## config.mk

```make
export PLATFORM = sky130hd
export DESIGN_NAME = red_pitaya_mux_sequencer_flat
export DESIGN_NICKNAME = d
export VERILOG_FILES = /design/src/rtl/red_pitaya_mux_sequencer_pkg.sv /design/src/rtl/red_pitaya_mux_sequencer_if.sv /design/src/rtl/red_pitaya_mux_next_chnl.sv /design/src/rtl/red_pitaya_mux_sequencer.sv /design/src/flat_wrapper.sv
export SDC_FILE = /design/constraint.sdc
export NUM_CORES = 1
export LEC_CHECK = 0
export ABC_AREA = 1
export CAP_MARGIN = 15
export CORE_ASPECT_RATIO = 0.5
export CORE_MARGIN = 4
export CORE_UTILIZATION = 40
export DETAILED_ROUTE_END_ITERATION = 10
export RECOVER_POWER = 100
export SETUP_SLACK_MARGIN = 0.4
export SYNTH_ARGS = -nofsm -noshare
export SYNTH_HDL_FRONTEND = slang
export SYNTH_SLANG_ARGS = --single-unit
export TNS_END_PERCENT = 10
```

## constraint.sdc

```tcl
create_clock -name adc_clk_i -period 3.51 [get_ports adc_clk_i]
set_input_delay 0.702 -clock adc_clk_i [delete_from_list [all_inputs] [get_ports adc_clk_i]]
set_output_delay 0.702 -clock adc_clk_i [all_outputs]
set_load 0.02 [all_outputs]
```

## src/rtl/red_pitaya_mux_sequencer_pkg.sv

```systemverilog
// Shared mode codes and sequencer state encodings (also used by register-bank decode).
package red_pitaya_mux_sequencer_pkg;

  localparam logic [1:0] MODE_SCAN  = 2'd0;
  localparam logic [1:0] MODE_SWEEP = 2'd1;
  localparam logic [1:0] MODE_FIXED = 2'd2;
  localparam logic [1:0] MODE_IDLE  = 2'd3;

  typedef enum logic [1:0] {
    ST_IDLE   = 2'd0,
    ST_SETTLE = 2'd1,
    ST_DWELL  = 2'd2
  } seq_state_e;

  // Action scheduled for the edge that ends the current channel's dwell
  typedef enum logic [1:0] {
    ACT_IDLE   = 2'd0,
    ACT_SETTLE = 2'd1,
    ACT_DWELL  = 2'd2
  } bnd_act_e;

endpackage

```

## src/rtl/red_pitaya_mux_sequencer_if.sv

```systemverilog
// Control/status bundle between the housekeeping register bank and the mux sequencer.
interface red_pitaya_mux_sequencer_if #(
  parameter int unsigned CHNL = 8,
  parameter int unsigned MAW  = 3,
  parameter int unsigned CW   = 16,
  parameter int unsigned SW   = 8
);

  logic            enable_i;
  logic [1:0]      mode_i;
  logic            start_i;
  logic [CHNL-1:0] active_channels_i;
  logic [MAW-1:0]  fixed_chnl_i;
  logic [SW-1:0]   settle_i;
  logic [CW-1:0]   dwell_i;
  logic [MAW-1:0]  mux_addr_o;
  logic            signal_stable_o;
  logic            chnl_done_o;
  logic            sweep_done_o;
  logic            busy_o;

  modport master (
    output enable_i, mode_i, start_i, active_channels_i, fixed_chnl_i, settle_i, dwell_i,
    input  mux_addr_o, signal_stable_o, chnl_done_o, sweep_done_o, busy_o
  );

  modport slave (
    input  enable_i, mode_i, start_i, active_channels_i, fixed_chnl_i, settle_i, dwell_i,
    output mux_addr_o, signal_stable_o, chnl_done_o, sweep_done_o, busy_o
  );

endinterface

```

## src/rtl/red_pitaya_mux_next_chnl.sv

```systemverilog
// Cyclic priority search: first set mask bit strictly after cur_i, wrapping back to cur_i itself.
module red_pitaya_mux_next_chnl #(
  parameter int unsigned CHNL = 8,
  parameter int unsigned MAW  = 3
) (
  input  logic [CHNL-1:0] mask_i,
  input  logic [MAW-1:0]  cur_i,
  output logic [MAW-1:0]  next_o,
  output logic            found_o,
  output logic            wrapped_o
);

  logic [MAW-1:0] idx;

  // Scan distances 1..CHNL; the nearest set bit wins
  always_comb begin
    next_o  = '0;
    found_o = 1'b0;
    idx     = '0;
    for (int unsigned d = 1; d <= CHNL; d++) begin
      idx = MAW'((32'(cur_i) + d) % CHNL);
      if (!found_o && mask_i[idx]) begin
        next_o  = idx;
        found_o = 1'b1;
      end
    end
    wrapped_o = found_o && (next_o <= cur_i);
  end

endmodule

```

## src/rtl/red_pitaya_mux_sequencer.sv

```systemverilog
// FADS analog mux sequencer: scans the channel mask with programmable settle/dwell times.
module red_pitaya_mux_sequencer
  import red_pitaya_mux_sequencer_pkg::*;
#(
  parameter int unsigned CHNL = 8,
  parameter int unsigned MAW  = 3,
  parameter int unsigned CW   = 16,
  parameter int unsigned SW   = 8
) (
  input logic                        adc_clk_i,
  input logic                        adc_rstn_i,
  red_pitaya_mux_sequencer_if.slave  bus
);

  localparam int unsigned   CNTW    = (CW > SW) ? CW : SW;
  localparam logic [MAW-1:0] LAST_CH = MAW'(CHNL - 1);

  seq_state_e      state_q, state_d;
  logic [CNTW-1:0] cnt_q, cnt_d;
  logic [MAW-1:0]  addr_q, addr_d;
  logic            stable_q, stable_d;
  logic            chnl_done_q, chnl_done_d;
  logic            sweep_done_q, sweep_done_d;
  logic            busy_q, busy_d;
  bnd_act_e        plan_act_q, plan_act_d;
  logic [MAW-1:0]  plan_next_q, plan_next_d;

  logic [CNTW-1:0] settle_cnt_c, dwell_cnt_c;
  logic [MAW-1:0]  fixed_c, search_cur_c, search_next_c;
  logic            search_found_c, search_wrapped_c;
  bnd_act_e        plan_act_c;
  logic [MAW-1:0]  plan_next_c;
  logic            plan_sweep_c;
  logic            start_ok_c;

  // Counter reload values: a programmed 0 behaves as 1 cycle
  assign settle_cnt_c = (bus.settle_i == '0) ? '0 : CNTW'(bus.settle_i) - CNTW'(1);
  assign dwell_cnt_c  = (bus.dwell_i  == '0) ? '0 : CNTW'(bus.dwell_i)  - CNTW'(1);
  assign fixed_c      = (32'(bus.fixed_chnl_i) >= CHNL) ? LAST_CH : bus.fixed_chnl_i;

  // From IDLE search from the top channel so the lowest set bit is found
  assign search_cur_c = (state_q == ST_IDLE) ? LAST_CH : addr_q;

  red_pitaya_mux_next_chnl #(
    .CHNL (CHNL),
    .MAW  (MAW)
  ) u_next_chnl (
    .mask_i    (bus.active_channels_i),
    .cur_i     (search_cur_c),
    .next_o    (search_next_c),
    .found_o   (search_found_c),
    .wrapped_o (search_wrapped_c)
  );

  // Decide what follows the current channel; captured on entry to its last dwell cycle
  always_comb begin
    plan_act_c   = ACT_IDLE;
    plan_next_c  = addr_q;
    plan_sweep_c = 1'b0;
    case (bus.mode_i)
      MODE_SCAN: begin
        if (search_found_c) begin
          plan_next_c  = search_next_c;
          plan_sweep_c = search_wrapped_c;
          plan_act_c   = (search_next_c == addr_q) ? ACT_DWELL : ACT_SETTLE;
        end
      end
      MODE_SWEEP: begin
        if (search_found_c) begin
          if (search_wrapped_c) begin
            plan_sweep_c = 1'b1;
          end else begin
            plan_next_c = search_next_c;
            plan_act_c  = ACT_SETTLE;
          end
        end
      end
      MODE_FIXED: begin
        plan_next_c = fixed_c;
        plan_act_c  = (fixed_c == addr_q) ? ACT_DWELL : ACT_SETTLE;
      end
      default: plan_act_c = ACT_IDLE;
    endcase
  end

  assign start_ok_c = ((bus.mode_i == MODE_SCAN)  && search_found_c) ||
                      ((bus.mode_i == MODE_SWEEP) && bus.start_i && search_found_c) ||
                       (bus.mode_i == MODE_FIXED);

  // Next-state, counter and output computation
  always_comb begin
    state_d      = state_q;
    cnt_d        = cnt_q;
    addr_d       = addr_q;
    stable_d     = stable_q;
    chnl_done_d  = 1'b0;
    sweep_done_d = 1'b0;
    plan_act_d   = plan_act_q;
    plan_next_d  = plan_next_q;

    case (state_q)
      ST_IDLE: begin
        stable_d = 1'b0;
        if (bus.enable_i && start_ok_c) begin
          state_d = ST_SETTLE;
          addr_d  = (bus.mode_i == MODE_FIXED) ? fixed_c : search_next_c;
          cnt_d   = settle_cnt_c;
        end
      end
      ST_SETTLE: begin
        if (cnt_q == '0) begin
          state_d  = ST_DWELL;
          stable_d = 1'b1;
          cnt_d    = dwell_cnt_c;
        end else begin
          cnt_d = cnt_q - CNTW'(1);
        end
      end
      ST_DWELL: begin
        if (cnt_q != '0) begin
          cnt_d = cnt_q - CNTW'(1);
        end else begin
          case (plan_act_q)
            ACT_DWELL: cnt_d = dwell_cnt_c;
            ACT_SETTLE: begin
              state_d  = ST_SETTLE;
              addr_d   = plan_next_q;
              stable_d = 1'b0;
              cnt_d    = settle_cnt_c;
            end
            default: begin
              state_d  = ST_IDLE;
              stable_d = 1'b0;
            end
          endcase
        end
      end
      default: begin
        state_d  = ST_IDLE;
        stable_d = 1'b0;
      end
    endcase

    // Entering the last dwell cycle: flag it and lock in the boundary decision
    if ((state_d == ST_DWELL) && (cnt_d == '0)) begin
      chnl_done_d  = 1'b1;
      sweep_done_d = plan_sweep_c;
      plan_act_d   = plan_act_c;
      plan_next_d  = plan_next_c;
    end

    if (!bus.enable_i) begin
      state_d      = ST_IDLE;
      addr_d       = addr_q;
      stable_d     = 1'b0;
      chnl_done_d  = 1'b0;
      sweep_done_d = 1'b0;
    end

    busy_d = (state_d != ST_IDLE);
  end

  // State and output registers with synchronous active-low reset
  always_ff @(posedge adc_clk_i) begin
    if (!adc_rstn_i) begin
      state_q      <= ST_IDLE;
      cnt_q        <= '0;
      addr_q       <= '0;
      stable_q     <= 1'b0;
      chnl_done_q  <= 1'b0;
      sweep_done_q <= 1'b0;
      busy_q       <= 1'b0;
      plan_act_q   <= ACT_IDLE;
      plan_next_q  <= '0;
    end else begin
      state_q      <= state_d;
      cnt_q        <= cnt_d;
      addr_q       <= addr_d;
      stable_q     <= stable_d;
      chnl_done_q  <= chnl_done_d;
      sweep_done_q <= sweep_done_d;
      busy_q       <= busy_d;
      plan_act_q   <= plan_act_d;
      plan_next_q  <= plan_next_d;
    end
  end

  assign bus.mux_addr_o      = addr_q;
  assign bus.signal_stable_o = stable_q;
  assign bus.chnl_done_o     = chnl_done_q;
  assign bus.sweep_done_o    = sweep_done_q;
  assign bus.busy_o          = busy_q;

endmodule

```

## src/flat_wrapper.sv

```systemverilog
// flat-port wrapper written by rule: the top's interface ports become plain ports
module red_pitaya_mux_sequencer_flat import red_pitaya_mux_sequencer_pkg::*;
#(
  parameter int unsigned CHNL = 8,
  parameter int unsigned MAW  = 3,
  parameter int unsigned CW   = 16,
  parameter int unsigned SW   = 8
)
  (adc_clk_i, adc_rstn_i, bus_enable_i, bus_mode_i, bus_start_i, bus_active_channels_i, bus_fixed_chnl_i, bus_settle_i, bus_dwell_i, bus_mux_addr_o, bus_signal_stable_o, bus_chnl_done_o, bus_sweep_done_o, bus_busy_o);
  red_pitaya_mux_sequencer_if #(.CHNL(CHNL), .MAW(MAW), .CW(CW), .SW(SW)) bus_i ();
  input logic adc_clk_i;
  input logic adc_rstn_i;
  input wire logic [$bits(bus_i.enable_i)-1:0] bus_enable_i;
  input wire logic [$bits(bus_i.mode_i)-1:0] bus_mode_i;
  input wire logic [$bits(bus_i.start_i)-1:0] bus_start_i;
  input wire logic [$bits(bus_i.active_channels_i)-1:0] bus_active_channels_i;
  input wire logic [$bits(bus_i.fixed_chnl_i)-1:0] bus_fixed_chnl_i;
  input wire logic [$bits(bus_i.settle_i)-1:0] bus_settle_i;
  input wire logic [$bits(bus_i.dwell_i)-1:0] bus_dwell_i;
  output wire logic [$bits(bus_i.mux_addr_o)-1:0] bus_mux_addr_o;
  output wire logic [$bits(bus_i.signal_stable_o)-1:0] bus_signal_stable_o;
  output wire logic [$bits(bus_i.chnl_done_o)-1:0] bus_chnl_done_o;
  output wire logic [$bits(bus_i.sweep_done_o)-1:0] bus_sweep_done_o;
  output wire logic [$bits(bus_i.busy_o)-1:0] bus_busy_o;
  assign bus_i.enable_i = bus_enable_i;
  assign bus_i.mode_i = bus_mode_i;
  assign bus_i.start_i = bus_start_i;
  assign bus_i.active_channels_i = bus_active_channels_i;
  assign bus_i.fixed_chnl_i = bus_fixed_chnl_i;
  assign bus_i.settle_i = bus_settle_i;
  assign bus_i.dwell_i = bus_dwell_i;
  assign bus_mux_addr_o = bus_i.mux_addr_o;
  assign bus_signal_stable_o = bus_i.signal_stable_o;
  assign bus_chnl_done_o = bus_i.chnl_done_o;
  assign bus_sweep_done_o = bus_i.sweep_done_o;
  assign bus_busy_o = bus_i.busy_o;
  red_pitaya_mux_sequencer #(.CHNL(CHNL), .MAW(MAW), .CW(CW), .SW(SW)) u_core (.adc_clk_i(adc_clk_i), .adc_rstn_i(adc_rstn_i), .bus(bus_i));
endmodule
```

==> impl_results.md, run 1 <==
* Routed WL per cell at 14.8 um
* Multi-input logic area at roughly 3400 um^2
* Worst min path class: reg -> reg
* Post-placement worst setup slack at -0.154 ns
* Iter 0 DRT Violations at roughly 530
* Status: finished clean
* R2R cell count at 24
* Clock network fraction of total power at 22.7%
* Area of the mapped netlist at a little over 4000 um^2
* Vias/cell at 5.50
* Layout Nets at 929
* Core area at just under 10000 um^2
* FF-to-FF setup slack at 0.28 ns
* Net Sw Power at 825 uW
* Fill count at 941
* Clock root cell: clkbuf_16
* Num rows at 25
* ANT cells at 0
* Post-synthesis sequential area ratio at between 10 and 15%
* Measured slew at the worst slew-check pin at ~0.51 ns
* Crit path required time at approximately 3.7 ns
* IO Count at 48
* # hold bufs at CTS at 0
* WP data arrival at ~3.5 ns
* Mean Syn Cell Area at 5.41 um^2
* Crit share post-route at between 90% and 100%
* Area grow syn2layout at 44.6%
* Die ar. at ~12000 um^2
* CP Launch Type: register
* Ys flop type: dfxtp_1
* Worst slew margin at 66.3%
* Crit Path Class: reg -> reg
* Clock sink count at 30
* Peak fanout along the critical path at 12
* RSZ-0062 raised after global routing: true
* Worst setup path end: u_core.plan_act_q[0]$_SDFFE_PN0P_
* Nature of the critical path endpoint: register
* Combinational share of power at 56.8%
* Top cells by area, synth: nand2_1 18%, dfxtp_1 15%, nand3_1 12%
* Slew Limit Fails at 0
* Critical path origin: u_core.state_q[0]$_SDFF_PN0_
* H-tree Lvls at 2
* Synth async-reset ratio at 0%
* Register area at a little over 600 um^2
* Cts bufs inserted at 5
* Seq pwr share at 20.5%
* Synth area leader: nand2_1
* Global-route wire length before repair at roughly 23000 um
* Ys Warns at 0
* TritonRoute pass-1 iters at 6
* DP HPWL at between 10000 and 15000 um
* Final Core Density at just over 60%
* Worst reg2reg endpoint: u_core.plan_act_q[0]$_SDFFE_PN0P_
* Hold slack at ~0.47 ns
* Vias in the first global route at 4895
* Setup ws final at around 0.28 ns
* WL final at ~15000 um
* Pwr Density at 318 nW/um^2
* DRC violations left at 0
* Vias at about 5.6k
* Share of cells above drive strength 1 at between 20% and 30%
* Max cap viols at 0
* Die H at between 70 and 80 um
* Static leakage power at 0.00293 uW
* Remaining antenna violation count at 0
* Total power after layout at approximately 1900 uW
* GRT Total Usage at between 20% and 30%
* Gpl congestion at roughly 1.0
* Synth top area share at between 15 and 20%
* Initial antenna violation count at 0
* Int Power at 1060 uW
* Flops & latches, synth at 30
* Clock Tree Buf Depth at 2
* RR Startpoint: u_core.state_q[0]$_SDFF_PN0_
* Clk slew on worst S/H paths at ~0.05 ns
* Pin count of the biggest net entering global routing at 23
* Layout Skew at 0.00511 ns
* Port Buffers at 47
* Final setup vio count at 0
* Post-synth EDFFs at 0
* CTS tree: done
* Gr ovfl total at 0
* Syn nets at 808
* Final hold violation count at 0
* Initial Util at 42.2%
* Die width at between 150 and 200 um
* Peak supply drop at ~0.00023 V
* Count of cell types in the netlist at 43
* Cells after Synth at about 760
* Fmax at 310 MHz
* Post-route minimum period at 3.23 ns
* Latest clock arrival within the worst-skew pair at around 0.28 ns
* Sw Share at a little over two fifths
## kinds of logic after synthesis
family | Yosys count | share of synthesized area [%]
buffers and inverters | 134 | 13.2
and+or+nand+nor | 447 | 49.1
DFF | 30 | 14.6
xor gates and xnor gates | 14 | 2.99
AOI/OAI and AO/OA | 124 | 17.3
adders and majority gates | 9 | 2.74
## stage by stage
| step | TNS, ns | std cells | cell area [um^2] |
|---|---|---|---|
| after floorplan | 0 | 758 | 4130 |
| after global placement | -0.410 | 980 | 5100 |
| after detailed placement | -0.448 | 980 | 5100 |
| after CTS | 0 | 999 | 5450 |
| after global routing | 0 | 1015 | 5930 |
| final | 0 | 1015 | 5930 |
## what timing repair did
item | in CTS | in global routing
gates resized for setup | 42 | 104
setup endpoints to repair | 6 | 10
pin swaps | 24 | 51
buffers inserted | 11 | 16
## worst min-delay path by stage
stage / start / endpoint / slack, ns / cells after the start
3_5_place_dp: u_core.bus.signal_stable_o$_SDFFE_PN0P_ / u_core.bus.signal_stable_o$_SDFFE_PN0P_ / 0.47 / 2
5_1_grt: u_core.bus.signal_stable_o$_SDFFE_PN0P_ / u_core.bus.signal_stable_o$_SDFFE_PN0P_ / 0.50 / 2
2_1_floorplan: u_core.plan_act_q[1]$_SDFFE_PN0P_ / u_core.plan_act_q[1]$_SDFFE_PN0P_ / 0.48 / 2
3_3_place_gp: u_core.bus.signal_stable_o$_SDFFE_PN0P_ / u_core.bus.signal_stable_o$_SDFFE_PN0P_ / 0.46 / 2
6_report: u_core.bus.signal_stable_o$_SDFFE_PN0P_ / u_core.bus.signal_stable_o$_SDFFE_PN0P_ / 0.47 / 2
4_1_cts: u_core.bus.signal_stable_o$_SDFFE_PN0P_ / u_core.bus.signal_stable_o$_SDFFE_PN0P_ / 0.48 / 2
## power groups by stage
| stage | sequential [uW] | combinational [uW] | clock [uW] |
|---|---|---|---|
| global route | 389 | 1170 | 450 |
| floorplan | 392 | 573 | 0 |
| finish | 387 | 1070 | 428 |
| global placement | 393 | 873 | 0 |
| CTS | 385 | 928 | 435 |
| detailed placement | 393 | 872 | 0 |
## final cells by class
type	count	area share, %
repair buffers	128	18.9
clock inverters	1	0.0843
inverters	120	7.76
clock buffers	7	2.40
flip-flops and latches	30	10.3
well taps	135	2.85
multi-input cells	594	57.7
## critical path, stage by stage, from the launching register on
cell and delay [ns]:
dfxtp_4 0.40, inv_4 0.05, nand2_4 0.10, nand2_4 0.07, buf_8 0.15, nand2_1 0.07, nand2_2 0.09, nand2_2 0.12
nand3_2 0.10, nand2_4 0.11, nand4_1 0.15, nor2_1 0.23, nand4_2 0.14, nand2_2 0.13, nand2_4 0.10, buf_12 0.15
nand4_1 0.10, nand3_1 0.10, nand2_2 0.10, nand2_2 0.06, nor2_4 0.16, nand2_4 0.08, nor2_4 0.19, o21ai_1 0.09
nor2_1 0.10
## registers in the layout, summed over array words and instances (netlist names)
signal and count:
u_core.bus.busy_o 1, u_core.bus.chnl_done_o 1, u_core.bus.mux_addr_o 3, u_core.bus.signal_stable_o 1
u_core.bus.sweep_done_o 1, u_core.cnt_q 16, u_core.plan_act_q 2, u_core.plan_next_q 3
u_core.state_q 2
## layer usage
| metal | global-route usage, % | share of wire (%) | vias up |
|---|---|---|---|
| li1 | - | - | 2736 |
| met1 | 33.1 | 45 | 2544 |
| met2 | 38.6 | 44 | 257 |
| met3 | 3.91 | 9.5 | 45 |
| met4 | 4.79 | 2.1 | 0 |
| met5 | 0 | 0 | - |
## cell usage after synthesis, types with 4 or more instances
cell type / n
nand2_2: 8
ha_1: 9
nor2_1: 86
clkbuf_1: 5
dfxtp_1: 30
xnor2_1: 5
nand2_4: 4
buf_2: 4
nand3_1: 101
nand4_1: 26
nand2_1: 193
o22ai_1: 6
o21ai_1: 5
a21oi_1: 47
o21ai_0: 34
a31oi_1: 7
o221ai_1: 5
inv_1: 111
inv_2: 5
nor2_2: 7
or2_2: 6
nor3_1: 5
xor2_1: 9
o211ai_1: 6
## cell usage in the layout (no fill, tap or decap), types with 3 or more instances in the layout
master,n
a21oi_1,40
a21oi_2,7
a31oi_1,4
a31oi_2,3
buf_4,73
buf_6,5
clkbuf_16,5
clkdlybuf4s50_1,28
clkinv_1,3
dfxtp_1,26
dlygate4sd2_1,6
dlygate4sd3_1,7
dlymetal6s2s_1,6
ha_1,6
inv_1,98
inv_2,15
inv_4,4
nand2_1,165
nand2_2,30
nand2_4,9
nand3_1,74
nand3_2,26
nand3_4,4
nand4_1,26
nor2_1,73
nor2_2,12
nor2_4,10
nor3_1,3
o211ai_1,6
o21ai_0,31
o21ai_1,6
o21ai_4,3
o21bai_1,3
o221ai_1,5
o22ai_1,6
or2_2,6
xnor2_1,5
xor2_1,9
(Power assumes the default switching activity.)
==> inputs of run 2 (changes only) <==
--- a/config.mk
+++ b/config.mk
@@ -10,6 +10,7 @@
 export CORE_ASPECT_RATIO = 0.5
 export CORE_MARGIN = 4
 export CORE_UTILIZATION = 40
+export CTS_CLUSTER_SIZE = 14
 export DETAILED_ROUTE_END_ITERATION = 10
 export RECOVER_POWER = 100
 export SETUP_SLACK_MARGIN = 0.4
==> results of run 2 <==
No change in the layout: final DEF, timing and power equal those of run 1.
==> inputs of run 3 (changes only) <==
==> constraint.sdc (replaced) <==
create_clock -name adc_clk_i -period 3.71 [get_ports adc_clk_i]
set_input_delay 0.742 -clock adc_clk_i [delete_from_list [all_inputs] [get_ports adc_clk_i]]
set_output_delay 0.742 -clock adc_clk_i [all_outputs]
set_load 0.02 [all_outputs]
==> run 3 against run 2 <==
Effect of this change: clock power shrank 3%; cell count down 3.7%; combinational power shrank 12%; non-clock buffer count shrank 38; setup slack better by 0.043 ns; final area is 4.4% lower; worst hold slack got worse by 0.0091 ns; sequential power down 5.9%; power is 8.8% lower; clock skew rose by 0.0016 ns; die area did not move; critical endpoint is now u_core.bus.sweep_done_o$_SDFF_PN0_; critical path depth is 1 lower.
==> impl_results.md, run 3 (synthesis gave the netlist of run 1 again) <==
* Num rows at 25 (unchanged)
* Fmax at 295 MHz (-4.6%)
* Clock sink count at 30 (unchanged)
* Crit Path Class: reg -> reg
* Pin count of the biggest net entering global routing at 23 (unchanged)
* Crit path required time at 3.93 ns (+0.20 ns)
* Layout Nets at 891 (-4.1%)
* Cell area after layout at 5670 um^2 (-4.4%)
* Critical Path Most Common Cell: nand2_1
* Die ar. at 12000 um^2 (unchanged)
* Placement Cell Area at 4840 um^2 (-5.0%)
* Slew Limit Fails at 0 (unchanged)
* Top reg by flops: u_core.cnt_q
* Gr ovfl total at 0 (unchanged)
* Initial Util at 42.2% (unchanged)
* GRT Total Usage at 23.0% (-0.74 points)
* Die H at 79.6 um (unchanged)
* Final setup vio count at 0 (unchanged)
* Worst setup path end: u_core.bus.sweep_done_o$_SDFF_PN0_
* RSZ-0062 raised after global routing: true
* Port Buffers at 47 (unchanged)
* ANT cells at 0 (unchanged)
* Core area at 9730 um^2 (unchanged)
* Vias at 5439 (-2.6%)
* Placed cells at 949 (-3.2%)
* Largest register FFs at 16 (unchanged)
* Worst min path class: reg -> reg
* R2R cell count at 23 (-4.2%)
* Remaining antenna violation count at 0 (unchanged)
* Iter 0 DRT Violations at 488 (-8.3%)
* Slowest stage cell on the critical path: dfxtp_4
* Crit-path cells: inv_4 > nand2_4 > buf_12 > nand2_8 > clkinv_8 > nand2_1 > nand2_1 > nand3_1 > nand2_4 > nand4_1 > nor2_1 > nand4_2 > nand2_1 > nand2_4 > buf_6 > nand4_1 > nand3_1 > nand2_1 > nand2_1 > nor2_2 > nand2_2 > nor2_4 > and3_1
* Vias in the first global route at 4752 (-2.9%)
* Static leakage power at 0.00282 uW (-3.9%)
* TritonRoute pass-1 iters at 5 (-1)
* Worst slew margin at 65.2% (-1.1 points)
* Peak supply drop at 0.000243 V (+6.3%)
* Share of cells above drive strength 1 at 21.4% (-4.6 points)
* Critical path origin: u_core.state_q[0]$_SDFF_PN0_
* Most frequent cells in the layout: 174 x nand2_1, 97 x inv_1, 78 x nand3_1
* Latest clock arrival within the worst-skew pair at 0.28 ns (about the same)
* Status: finished clean
* DP HPWL at 10900 um (-1.4%)
* Pwr Density at 303 nW/um^2 (-4.6%)
* Area grow syn2layout at 38.2%
* Crit share post-route at 91.3% (-0.72 points)
* Cts bufs inserted at 5 (unchanged)
* FF-to-FF setup slack at 0.32 ns (+0.04 ns)
* Layout Skew at 0.00669 ns (+0.00158 ns)
* CP Launch Type: register
* Nature of the critical path endpoint: register
* RR Startpoint: u_core.state_q[0]$_SDFF_PN0_
* Routed WL per cell at 15.3 um (+3.0%)
* Clk slew on worst S/H paths at 0.06 ns (about the same)
* CTS tree: done
* WP data arrival at 3.60 ns (+0.15 ns)
* Fill count at 959 (+1.9%)
* Clock root cell: clkbuf_16
* WL final at 14900 um (-0.81%)
* Peak fanout along the critical path at 12 (unchanged)
* Gpl congestion at 0.956 (-4.3%)
* Post-route minimum period at 3.39 ns (+0.157 ns)
* Filler-free cell count of the finished design at 977 (-3.7%)
* Most common cell after layout, fill and taps aside: nand2_1
* Worst reg2reg endpoint: u_core.bus.sweep_done_o$_SDFF_PN0_
* DRC violations left at 0 (unchanged)
* Clock Tree Buf Depth at 2 (unchanged)
* Max cap viols at 0 (unchanged)
* TNS Setup at 0 ns (unchanged)
* Final hold violation count at 0 (unchanged)
* CP max stage delay at 0.39 ns (about the same)
* Measured slew at the worst slew-check pin at 0.521 ns (+0.0152 ns)
* Global-route wire length before repair at 22700 um (-2.1%)
* Die width at 151 um (unchanged)
* Vias/cell at 5.57 (+1.2%)
* Initial antenna violation count at 0 (unchanged)
* IO Count at 48 (unchanged)
* H-tree Lvls at 2 (unchanged)
[run 3: cell count changes in the layout (fill, tap and decap cells not counted), sizes merged]
cell	previous run	this run
inv	117	116
clkinv	4	5
clkbuf	8	7
dlygate4sd2	6	0
clkdlybuf4s50	28	26
dlymetal6s2s	6	14
buf	80	42
clkinvlp	0	1
[run 3: power by group]
part,internal (uW),switching (uW)
sequential,341,23.0
clock,265,152
combinational,344,595
total,950,770
[run 3: worst min path at each step]
| stage | startpoint | end | cells past startpoint |
|---|---|---|---|
| floorplan | u_core.plan_act_q[1]$_SDFFE_PN0P_ | u_core.plan_act_q[1]$_SDFFE_PN0P_ | 2 |
| global placement | u_core.bus.signal_stable_o$_SDFFE_PN0P_ | u_core.bus.signal_stable_o$_SDFFE_PN0P_ | 2 |
| detailed placement | u_core.bus.signal_stable_o$_SDFFE_PN0P_ | u_core.bus.signal_stable_o$_SDFFE_PN0P_ | 2 |
| CTS | u_core.bus.signal_stable_o$_SDFFE_PN0P_ | u_core.bus.signal_stable_o$_SDFFE_PN0P_ | 2 |
| global route | u_core.bus.signal_stable_o$_SDFFE_PN0P_ | u_core.bus.signal_stable_o$_SDFFE_PN0P_ | 2 |
| finish | u_core.bus.signal_stable_o$_SDFFE_PN0P_ | u_core.bus.signal_stable_o$_SDFFE_PN0P_ | 2 |
[run 3: repair_timing]
| item | 4_1_cts | 5_1_grt |
|---|---|---|
| pin swaps | 6 | 52 |
| hold endpoints to repair | 0 | 0 |
| buffers inserted | 3 | 17 |
| resized for setup | 9 | 139 |
| endpoints found under the setup margin | 6 | 8 |
| hold buffers | 0 | 0 |
[run 3: cell type report]
| cell class | count | area (um^2) | share of cell area [%] |
|---|---|---|---|
| well taps | 135 | 169 | 2.98 |
| multi-input cells | 594 | 3410 | 60.1 |
| flip-flops and latches | 30 | 612 | 10.8 |
| clock inverters | 2 | 12.5 | 0.221 |
| inverters | 120 | 468 | 8.25 |
| clock buffers | 6 | 139 | 2.45 |
| repair buffers | 90 | 865 | 15.2 |
[run 3: critical path, delay by kind of cell (launching register included)]
kind	cells	cell delay (ns)
and+or+nand+nor	19	2.48
buffers and inverters	4	0.45
DFF	1	0.39
[run 3: per-stage QoR]
stage / setup WS (ns) / util (%) / hold slack (ns) / total power [uW]
final: 0.323 / 58.3 / 0.462 / 1720
after global routing: 0.188 / 58.3 / 0.509 / 1840
after CTS: 0.386 / 52.0 / 0.473 / 1590
after detailed placement: 0.0453 / 49.7 / 0.466 / 1150
after global placement: 0.105 / 49.7 / 0.468 / 1150
after floorplan: 0.436 / - / 0.482 / 908
[run 3: routing by layer]
| metal | routed length (um) | up-vias | GRT usage [%] |
|---|---|---|---|
| met4 | 377 | 0 | 4.79 |
| met2 | 6690 | 268 | 37.1 |
| met5 | 0 | - | 0 |
| met3 | 1240 | 48 | 3.46 |
| met1 | 6630 | 2448 | 32.4 |
| li1 | - | 2675 | - |
